### src/rtl/spi_frame_ctrl_pkg.sv
// Shared definitions for the SPI frame sequencer: state encoding and counter sizing.
package spi_frame_pkg;

    typedef enum logic [2:0] {
        IDLE  = 3'd0,
        REQ   = 3'd1,
        XFER  = 3'd2,
        STORE = 3'd3,
        GAP   = 3'd4,
        DONE  = 3'd5
    } frameState_t;

    // Bits needed for a counter that must reach max(numBytes, gapCycles).
    function automatic int cntWidth(input int numBytes, input int gapCycles);
        int maxVal;
        maxVal = (numBytes > gapCycles) ? numBytes : gapCycles;
        return (maxVal < 1) ? 1 : $clog2(maxVal + 1);
    endfunction

endpackage

### src/rtl/spi_gap_timer.sv
// Loadable down-counter with a zero flag; paces idle gaps between SPI bytes.
module spi_gap_timer #(
    parameter int W = 5
) (
    input  logic         CLK,
    input  logic         RST,
    input  logic         load,
    input  logic [W-1:0] loadVal,
    input  logic         dec,
    output logic         zero
);

    logic [W-1:0] count;

    // NOTE: state registers use non-blocking assignments so every flop samples pre-edge values.
    always_ff @(posedge CLK) begin
        if (RST)
            count <= '0;
        else if (load)
            count <= loadVal;
        else if (dec && (count != '0))
            count <= count - W'(1);
    end

    assign zero = (count == '0);

endmodule

### src/rtl/spi_frame_ctrl.sv
// SPI frame sequencer: drives NUM_BYTES byte requests into the single-byte engine and
// publishes the received bytes atomically as one frame.
module spi_frame_ctrl
    import spi_frame_pkg::*;
#(
    parameter int NUM_BYTES  = 5,
    parameter int GAP_CYCLES = 0,
    parameter int CNT_W      = 5
) (
    input  logic                   CLK,
    input  logic                   RST,
    input  logic                   start,
    input  logic                   abort,
    input  logic [NUM_BYTES*8-1:0] tx_frame,
    input  logic                   busy,
    input  logic [7:0]             rx_byte,
    output logic                   get_byte,
    output logic [7:0]             tx_byte,
    output logic                   ss_n,
    output logic [NUM_BYTES*8-1:0] dout,
    output logic                   done,
    output logic                   frame_busy,
    output logic                   aborted
);

    localparam int              FW       = NUM_BYTES * 8;
    localparam logic [CNT_W-1:0] LAST_CNT = CNT_W'(NUM_BYTES);
    localparam logic [CNT_W-1:0] GAP_LOAD = CNT_W'((GAP_CYCLES > 0) ? GAP_CYCLES - 1 : 0);

    if ((NUM_BYTES < 1) || (NUM_BYTES > 16) || (CNT_W < cntWidth(NUM_BYTES, GAP_CYCLES))) begin : gParamCheck
        $error("spi_frame_ctrl: NUM_BYTES out of range or CNT_W too narrow");
    end

    frameState_t      state, nextState;
    logic [CNT_W-1:0] byteCnt;
    logic [FW-1:0]    frameReg;
    logic [FW-1:0]    shiftReg;
    logic [FW-1:0]    shiftNext;
    logic             abortPend;
    logic             abandon;
    logic             gapLoad;
    logic             gapDec;
    logic             gapZero;

    spi_gap_timer #(.W(CNT_W)) uGapTimer (
        .CLK     (CLK),
        .RST     (RST),
        .load    (gapLoad),
        .loadVal (GAP_LOAD),
        .dec     (gapDec),
        .zero    (gapZero)
    );

    assign shiftNext = (shiftReg << 8) | FW'(rx_byte);

    // NOTE: every signal driven here gets a default first, so no path can infer a latch.
    always_comb begin
        nextState = state;
        abandon   = 1'b0;
        gapLoad   = 1'b0;
        gapDec    = 1'b0;
        unique case (state)
            IDLE:  if (start && !abort) nextState = REQ;
            REQ: begin
                if (abort) begin
                    nextState = IDLE;
                    abandon   = 1'b1;
                end else if (busy) begin
                    nextState = XFER;
                end
            end
            // A byte in flight is always allowed to finish; a pending abort lands afterwards.
            XFER: begin
                if (!busy) begin
                    if (abort || abortPend) begin
                        nextState = IDLE;
                        abandon   = 1'b1;
                    end else begin
                        nextState = STORE;
                    end
                end
            end
            STORE: begin
                if (abort) begin
                    nextState = IDLE;
                    abandon   = 1'b1;
                end else if (byteCnt == LAST_CNT) begin
                    nextState = DONE;
                end else if (GAP_CYCLES > 0) begin
                    nextState = GAP;
                    gapLoad   = 1'b1;
                end else begin
                    nextState = REQ;
                end
            end
            GAP: begin
                if (abort) begin
                    nextState = IDLE;
                    abandon   = 1'b1;
                end else begin
                    gapDec = 1'b1;
                    if (gapZero) nextState = REQ;
                end
            end
            DONE:    if (!start) nextState = IDLE;
            default: nextState = IDLE;
        endcase
    end

    // NOTE: frame and shift registers are reset explicitly so a mid-frame reset leaves no stale data.
    always_ff @(posedge CLK) begin
        if (RST) begin
            state     <= IDLE;
            byteCnt   <= '0;
            frameReg  <= '0;
            shiftReg  <= '0;
            abortPend <= 1'b0;
            dout      <= '0;
            done      <= 1'b0;
            aborted   <= 1'b0;
        end else begin
            state   <= nextState;
            done    <= 1'b0;
            aborted <= abandon;
            unique case (state)
                IDLE: begin
                    byteCnt   <= '0;
                    abortPend <= 1'b0;
                    if (nextState == REQ) frameReg <= tx_frame;
                end
                REQ:  if (nextState == XFER) byteCnt <= byteCnt + CNT_W'(1);
                XFER: if (abort) abortPend <= 1'b1;
                // The transmit byte moves on only after the engine has finished with it.
                STORE: begin
                    shiftReg <= shiftNext;
                    frameReg <= frameReg << 8;
                    if (nextState == DONE) begin
                        dout <= shiftNext;
                        done <= 1'b1;
                    end
                end
                default: ;
            endcase
        end
    end

    assign get_byte   = (state == REQ);
    assign ss_n       = (state == IDLE) || (state == DONE);
    assign frame_busy = (state != IDLE);
    assign tx_byte    = (state == IDLE) ? 8'h00 : frameReg[FW-1 -: 8];

endmodule

### config.mk
export PLATFORM = sky130hd
export DESIGN_NAME = spi_frame_ctrl
export DESIGN_NICKNAME = d
export VERILOG_FILES = /design/src/rtl/spi_frame_ctrl_pkg.sv /design/src/rtl/spi_gap_timer.sv /design/src/rtl/spi_frame_ctrl.sv
export SDC_FILE = /design/constraint.sdc
export NUM_CORES = 1
export LEC_CHECK = 0
export CAP_MARGIN = 25
export CORE_ASPECT_RATIO = 0.75
export CORE_MARGIN = 1
export CORE_UTILIZATION = 30
export CTS_BUF_LIST = sky130_fd_sc_hd__clkbuf_2
export DETAILED_ROUTE_END_ITERATION = 12
export SYNTH_ARGS = -nofsm -noshare
export SYNTH_HDL_FRONTEND = slang
export SYNTH_SLANG_ARGS = --single-unit
### constraint.sdc
create_clock -name CLK -period 1.7 [get_ports CLK]
set_input_delay 0.425 -clock CLK [delete_from_list [all_inputs] [get_ports CLK]]
set_output_delay 0.425 -clock CLK [all_outputs]
set_load 0.02 [all_outputs]
==> impl_metrics.env, run 1 <==
export IMPL_final_max_slew_viol_count=0
export IMPL_worstPathCellList="or3_4, buf_6, and2_4, buf_6"
export IMPL_cp_end_kind="output pin"
export IMPL_clockRootBuffer="clkbuf_2"
export IMPL_rsz0062_at_grt="true"
export IMPL_worstPathBufferInverterCount=2
export IMPL_place_congestion=0.7843
export IMPL_syn_area_mm2=0.005071
export IMPL_async_flop_share_pct=0
export IMPL_p_leak_uw=0.002851
export IMPL_place_hpwl_um=8855
export IMPL_cp_slowest_stage_delay_ps=410
export IMPL_period_share_pct=132.6
export IMPL_nNetsFinal=836
export IMPL_hp_class="in -> reg"
export IMPL_grt_pass1_vias=4424
export IMPL_start_kind="flop"
export IMPL_core_mm2=0.01627
export IMPL_peakVddDrop_uv=374.1
export IMPL_cp_required_ps=1270
export IMPL_track_usage_pct=17.08
export IMPL_synth_common_cells="nand2_1, dfxtp_1, a21oi_1, nor2_1, clkbuf_1"
export IMPL_yosysWarnings=0
export IMPL_synthFlopType="dfxtp_1"
export IMPL_port_buffers=105
export IMPL_violations="DRC, setup timing"
export IMPL_start_util_pct=31.18
export IMPL_clock_skew_ps=19.66
export IMPL_syn_to_final_growth_pct=52.08
export IMPL_yosysMostFrequentCell="nand2_1"
export IMPL_synthCells=642
export IMPL_die_h_um=114.6
export IMPL_syn_nets=699
export IMPL_via_per_inst=4.792
export IMPL_dr_pass1_iters=8
export IMPL_total_power_uw=5549
export IMPL_overflow=0
export IMPL_cts_sinks=128
export IMPL_max_slew_margin_rel_pct=70.42
export IMPL_final_hold_violation_count=0
export IMPL_grt_pass1_wl_um=23360
export IMPL_slowest_stage="or3_4"
export IMPL_status="finished, violations left"
export IMPL_worstPathArrival_ps=1830
export IMPL_place_area_mm2=0.006549
export IMPL_rows=40
export IMPL_max_freq_mhz=443.5
export IMPL_drc_errors=20
export IMPL_critPathTopFamily="simple AND/OR/NAND/NOR gates"
export IMPL_htreeDepth=4
export IMPL_netlist_cell_type_count=37
export IMPL_tightest_slew_ps=443.7
export IMPL_worst_path_most_repeated_cell="buf_6"
export IMPL_whs_ps=151.0
export IMPL_drv_cap=0
export IMPL_critPathMaxFanout=5
export IMPL_diodes=0
export IMPL_setup_slack_ps=-554.8
export IMPL_setup_viol_count_final=51
export IMPL_synth_area_top_cells="dfxtp_1, nand2_1, a21oi_1"
export IMPL_clock_path_buffers=2
export IMPL_final_layout_size_suffix_gt1_share_pct=36.17
export IMPL_design_area_mm2=0.007712
export IMPL_wl_um=15040
export IMPL_initialDrtViolationCount=335
export IMPL_antenna_left=0
export IMPL_avgSynthCellArea_um2=7.899
export IMPL_worstSetupPathType="reg -> out"
export IMPL_synth_largest_area_cell="dfxtp_1"
export IMPL_cts_hold_buffers_added=0
export IMPL_place_ws_ps=-398.6
export IMPL_ys_seq_area_share_pct=50.53
export IMPL_period_minus_slack_ps=2255
export IMPL_antenna_found_initial=0
export IMPL_yosysTopAreaCellShare_pct=50.53
export IMPL_synth_edf_count=0
export IMPL_cts_buffers=17
export IMPL_synth_seq_cells=128
export IMPL_fillers=1595
export IMPL_dieWidth_um=152.1
export IMPL_power_per_cell_area_mw_per_mm2=719.5
export IMPL_cts_tree="done"
export IMPL_insertion_delay_ps=670
export IMPL_clk_pin_slew_ps=180
export IMPL_num_vias=4782
export IMPL_grt_max_degree=51
export IMPL_wl_per_cell_um=15.07
export IMPL_pin_count=106
export IMPL_dieArea_mm2=0.01743
==> placed cells by master, fill, tap and decap left out, drive strengths merged, types with 4 or more instances in the layout <==
master	netlist	final
and2	9	9
nand3	9	9
a21oi	117	117
inv	7	7
nand4	5	5
nand2	196	196
ha	4	4
xor2	4	4
clkdlybuf4s50	0	51
clkbuf	33	21
clkinv	0	5
nor2	45	45
or3	4	4
buf	18	116
a211oi	36	36
dfxtp	128	128
==> registers in the layout, indices dropped and copies added (netlist names) <==
register	cells
uGapTimer.count	5
abortPend	1
byteCnt	5
state	3
shiftReg	32
dout	40
frameReg	40
done	1
aborted	1
==> report_power, final <==
group / switching (uW) / leakage [uW] / internal (uW) / total [uW]
sequential: 26.6 / 0.00106 / 3050 / 3080
clock: 1090 / 0.000136 / 783 / 1870
combinational: 287 / 0.00166 / 314 / 602
==> worst paths after layout <==
kind / start / to / slack (ps) / cells past startpoint
worst min-delay path: RST / frameReg[6]$_SDFFE_PP0P_ / 150 / 2
worst max-delay path: state[0]$_SDFF_PP0_ / tx_byte[3] / -550 / 4
worst min register to register: shiftReg[30]$_SDFFE_PP0P_ / dout[38]$_SDFFE_PP0P_ / 450 / 2
worst max register to register: state[0]$_SDFF_PP0_ / frameReg[29]$_SDFFE_PP0P_ / -290 / 9
==> area by class of cell <==
type	instances	area [um^2]	area share (%)
multi-input combinational	456	2735	35.46
timing repair buffer	169	1852	24.01
clock inverter	9	120.1	1.557
clock buffer	19	95.09	1.233
inverter	7	26.28	0.3407
tap	210	262.8	3.407
sequential	128	2621	33.99
==> cell families (layout without fill, tap and decap cells) <==
family                     Yosys count  count (layout)  share of synthesized area [%]
xor gates and xnor gates             5               5                         0.8635
adders and majority gates            4               4                         0.9870
buffers and inverters               58             204                          4.811
AOI/OAI and AO/OA                  164             164                          19.49
and+or+nand+nor                    283             283                          23.32
DFF                                128             128                          50.53
==> metrics by stage <==
step / std cells / setup TNS (ps) / util, %
global placement: 942 / -29780 / 40.26
CTS: 986 / -20430 / 43.20
finish: 998 / -14720 / 47.42
floorplan: 642 / 0 / -
global route: 998 / -18620 / 47.42
detailed placement: 942 / -29260 / 40.26
==> repair_timing <==
| item | CTS | global route |
|---|---|---|
| endpoints found under the setup margin | 102 | 164 |
| resized for setup | 313 | 183 |
| setup buffers | 11 | 20 |
| cloned | 6 | 2 |
| pin swaps | 35 | 53 |
==> per-layer routing <==
| layer | GRT usage [%] | share of wire (%) | vias up |
|---|---|---|---|
| met4 | 3.878 | 0.48 | 0 |
| met3 | 5.185 | 5.1 | 7 |
| met2 | 23.63 | 41 | 107 |
| met5 | 0 | 0 | - |
| li1 | - | - | 2428 |
| met1 | 25.39 | 53 | 2240 |
No activity file was read; power rests on OpenSTA's default activity.
==> inputs of run 2 (changes only) <==
CORE_UTILIZATION = 53   (was 30)
PLACE_DENSITY = 0.82   (was not set)
==> impl_metrics.env, run 2 (synthesis results as in run 1) <==
export IMPL_dieArea_mm2=0.009967
export IMPL_nNetsFinal=814
export IMPL_p_switching_uw=1269
export IMPL_place_hpwl_um=8787
export IMPL_clkPwrFrac_pct=31.9
export IMPL_max_slew_margin_rel_pct=69.63
export IMPL_grt_max_degree=88
export IMPL_syn_to_final_growth_pct=31.98
export IMPL_num_vias=4943
export IMPL_regArea_mm2=0.002596
export IMPL_period_minus_slack_ps=2203
export IMPL_final_max_slew_viol_count=0
export IMPL_whs_ps=187.1
export IMPL_tightest_slew_ps=455.6
export IMPL_pwr_share_comb_pct=9.1
export IMPL_final_hold_violation_count=0
export IMPL_wl_um=13760
export IMPL_p_leak_uw=0.002581
export IMPL_total_power_uw=5225
export IMPL_insertion_delay_ps=670
export IMPL_multi_input_area_mm2=0.002364
export IMPL_final_common_cell="nand2_1"
export IMPL_internal_power_uw=3955
export IMPL_diodes=0
export IMPL_peakVddDrop_uv=568.4
export IMPL_cp_end_kind="output pin"
export IMPL_cts_tree="done"
export IMPL_violations="setup timing"
export IMPL_worstSetupPathType="reg -> out"
export IMPL_dieWidth_um=115.0
export IMPL_rows=30
export IMPL_place_area_mm2=0.006406
export IMPL_rsz0062_at_grt="true"
export IMPL_power_per_cell_area_mw_per_mm2=780.7
export IMPL_grt_pass1_vias=4551
export IMPL_htreeDepth=4
export IMPL_start_kind="flop"
export IMPL_pin_count=106
export IMPL_antenna_found_initial=0
export IMPL_cts_buffers=17
export IMPL_grt_pass1_wl_um=21800
export IMPL_overflow=0
export IMPL_dr_pass1_iters=7
export IMPL_swShare_pct=24.29
export IMPL_most_common_layout_cells="nand2_1, a21oi_1, dfxtp_1"
export IMPL_max_freq_mhz=453.8
export IMPL_clock_path_buffers=2
export IMPL_design_area_mm2=0.006693
export IMPL_wl_per_cell_um=15.37
export IMPL_cts_sinks=128
export IMPL_setup_slack_ps=-503.5
export IMPL_hp_class="in -> reg"
export IMPL_critPathMaxFanout=5
export IMPL_die_h_um=86.71
export IMPL_drv_cap=0
export IMPL_cts_hold_buffers_added=0
export IMPL_start_util_pct=55.37
export IMPL_place_congestion=0.8787
export IMPL_track_usage_pct=28.27
export IMPL_seqPwrFrac_pct=59.0
export IMPL_setup_tns_ps=-20440
export IMPL_antenna_left=0
export IMPL_largestRegisters="dout: 40 flops, frameReg: 40 flops, shiftReg: 32 flops"
export IMPL_worstPathArrival_ps=1780
export IMPL_via_per_inst=5.523
export IMPL_status="finished, violations left"
export IMPL_setup_viol_count_final=51
export IMPL_place_ws_ps=-425.6
export IMPL_port_buffers=105
export IMPL_final_layout_size_suffix_gt1_share_pct=23.73
export IMPL_clockRootBuffer="clkbuf_2"
export IMPL_drc_errors=0
export IMPL_initialDrtViolationCount=418
export IMPL_fillers=761
export IMPL_cp_required_ps=1270
export IMPL_clock_skew_ps=26.35
export IMPL_period_share_pct=129.6
export IMPL_core_mm2=0.009159
export IMPL_clk_pin_slew_ps=150
==> run 2: cell count changes in the layout (fill, tap and decap cells not counted), sizes merged <==
cell	change
bufinv	-1
clkinv	+2
or3	+1
bufbuf	+3
clkinvlp	-1
clkbuf	+1
buf	-26
==> run 2: final cells by class <==
cell class	instances	area share (%)
clock inverter	9	1.421
inverter	7	0.3926
tap	128	2.393
multi-input combinational	457	35.32
sequential	128	38.79
timing repair buffer	146	20.19
clock buffer	20	1.496
==> run 2: path summary, 6_finish.rpt <==
| path | from | end | slack (ps) | depth (start not counted) |
|---|---|---|---|---|
| setup / recovery | state[1]$_SDFF_PP0_ | tx_byte[6] | -500 | 3 |
| hold / removal | RST | frameReg[4]$_SDFFE_PP0P_ | 190 | 3 |
| setup reg to reg | state[2]$_SDFF_PP0_ | frameReg[14]$_SDFFE_PP0P_ | -460 | 8 |
| hold reg to reg | shiftReg[31]$_SDFFE_PP0P_ | dout[39]$_SDFFE_PP0P_ | 460 | 2 |
==> run 2: timing repair <==
action	in CTS	in global routing
pin swaps	14	5
cloned	4	0
resized for setup	257	34
buffers inserted	2	3
setup endpoints to repair	96	138
hold endpoints to repair	0	0
==> run 2: power by group through the flow <==
stage | sequential (uW) | clock (uW) | combinational [uW]
after floorplan | 3140 | 0 | 194
after CTS | 3080 | 1690 | 462
after global placement | 3140 | 0 | 399
final | 3080 | 1670 | 475
after global routing | 3090 | 1830 | 505
after detailed placement | 3140 | 0 | 408
==> run 2: metal layers <==
layer / part of all wire, % / up-vias / global-route usage (%)
met5: 0 / - / 0
met1: 46 / 2352 / 38.62
met2: 46 / 184 / 44.74
met3: 6.9 / 21 / 6.713
met4: 1.3 / 0 / 7.910
li1: - / 2386 / -
==> run 2: through the flow <==
stage | cells | utilization, %
final | 895 | 73.07
after detailed placement | 857 | 69.95
after floorplan | 642 | -
after global routing | 895 | 73.07
after global placement | 857 | 69.95
after CTS | 892 | 72.02
==> run 2: critical path: stages, from the launching register on <==
cell and delay (ps):
dfxtp_4 390, or3_4 440, and2_4 170, buf_6 120
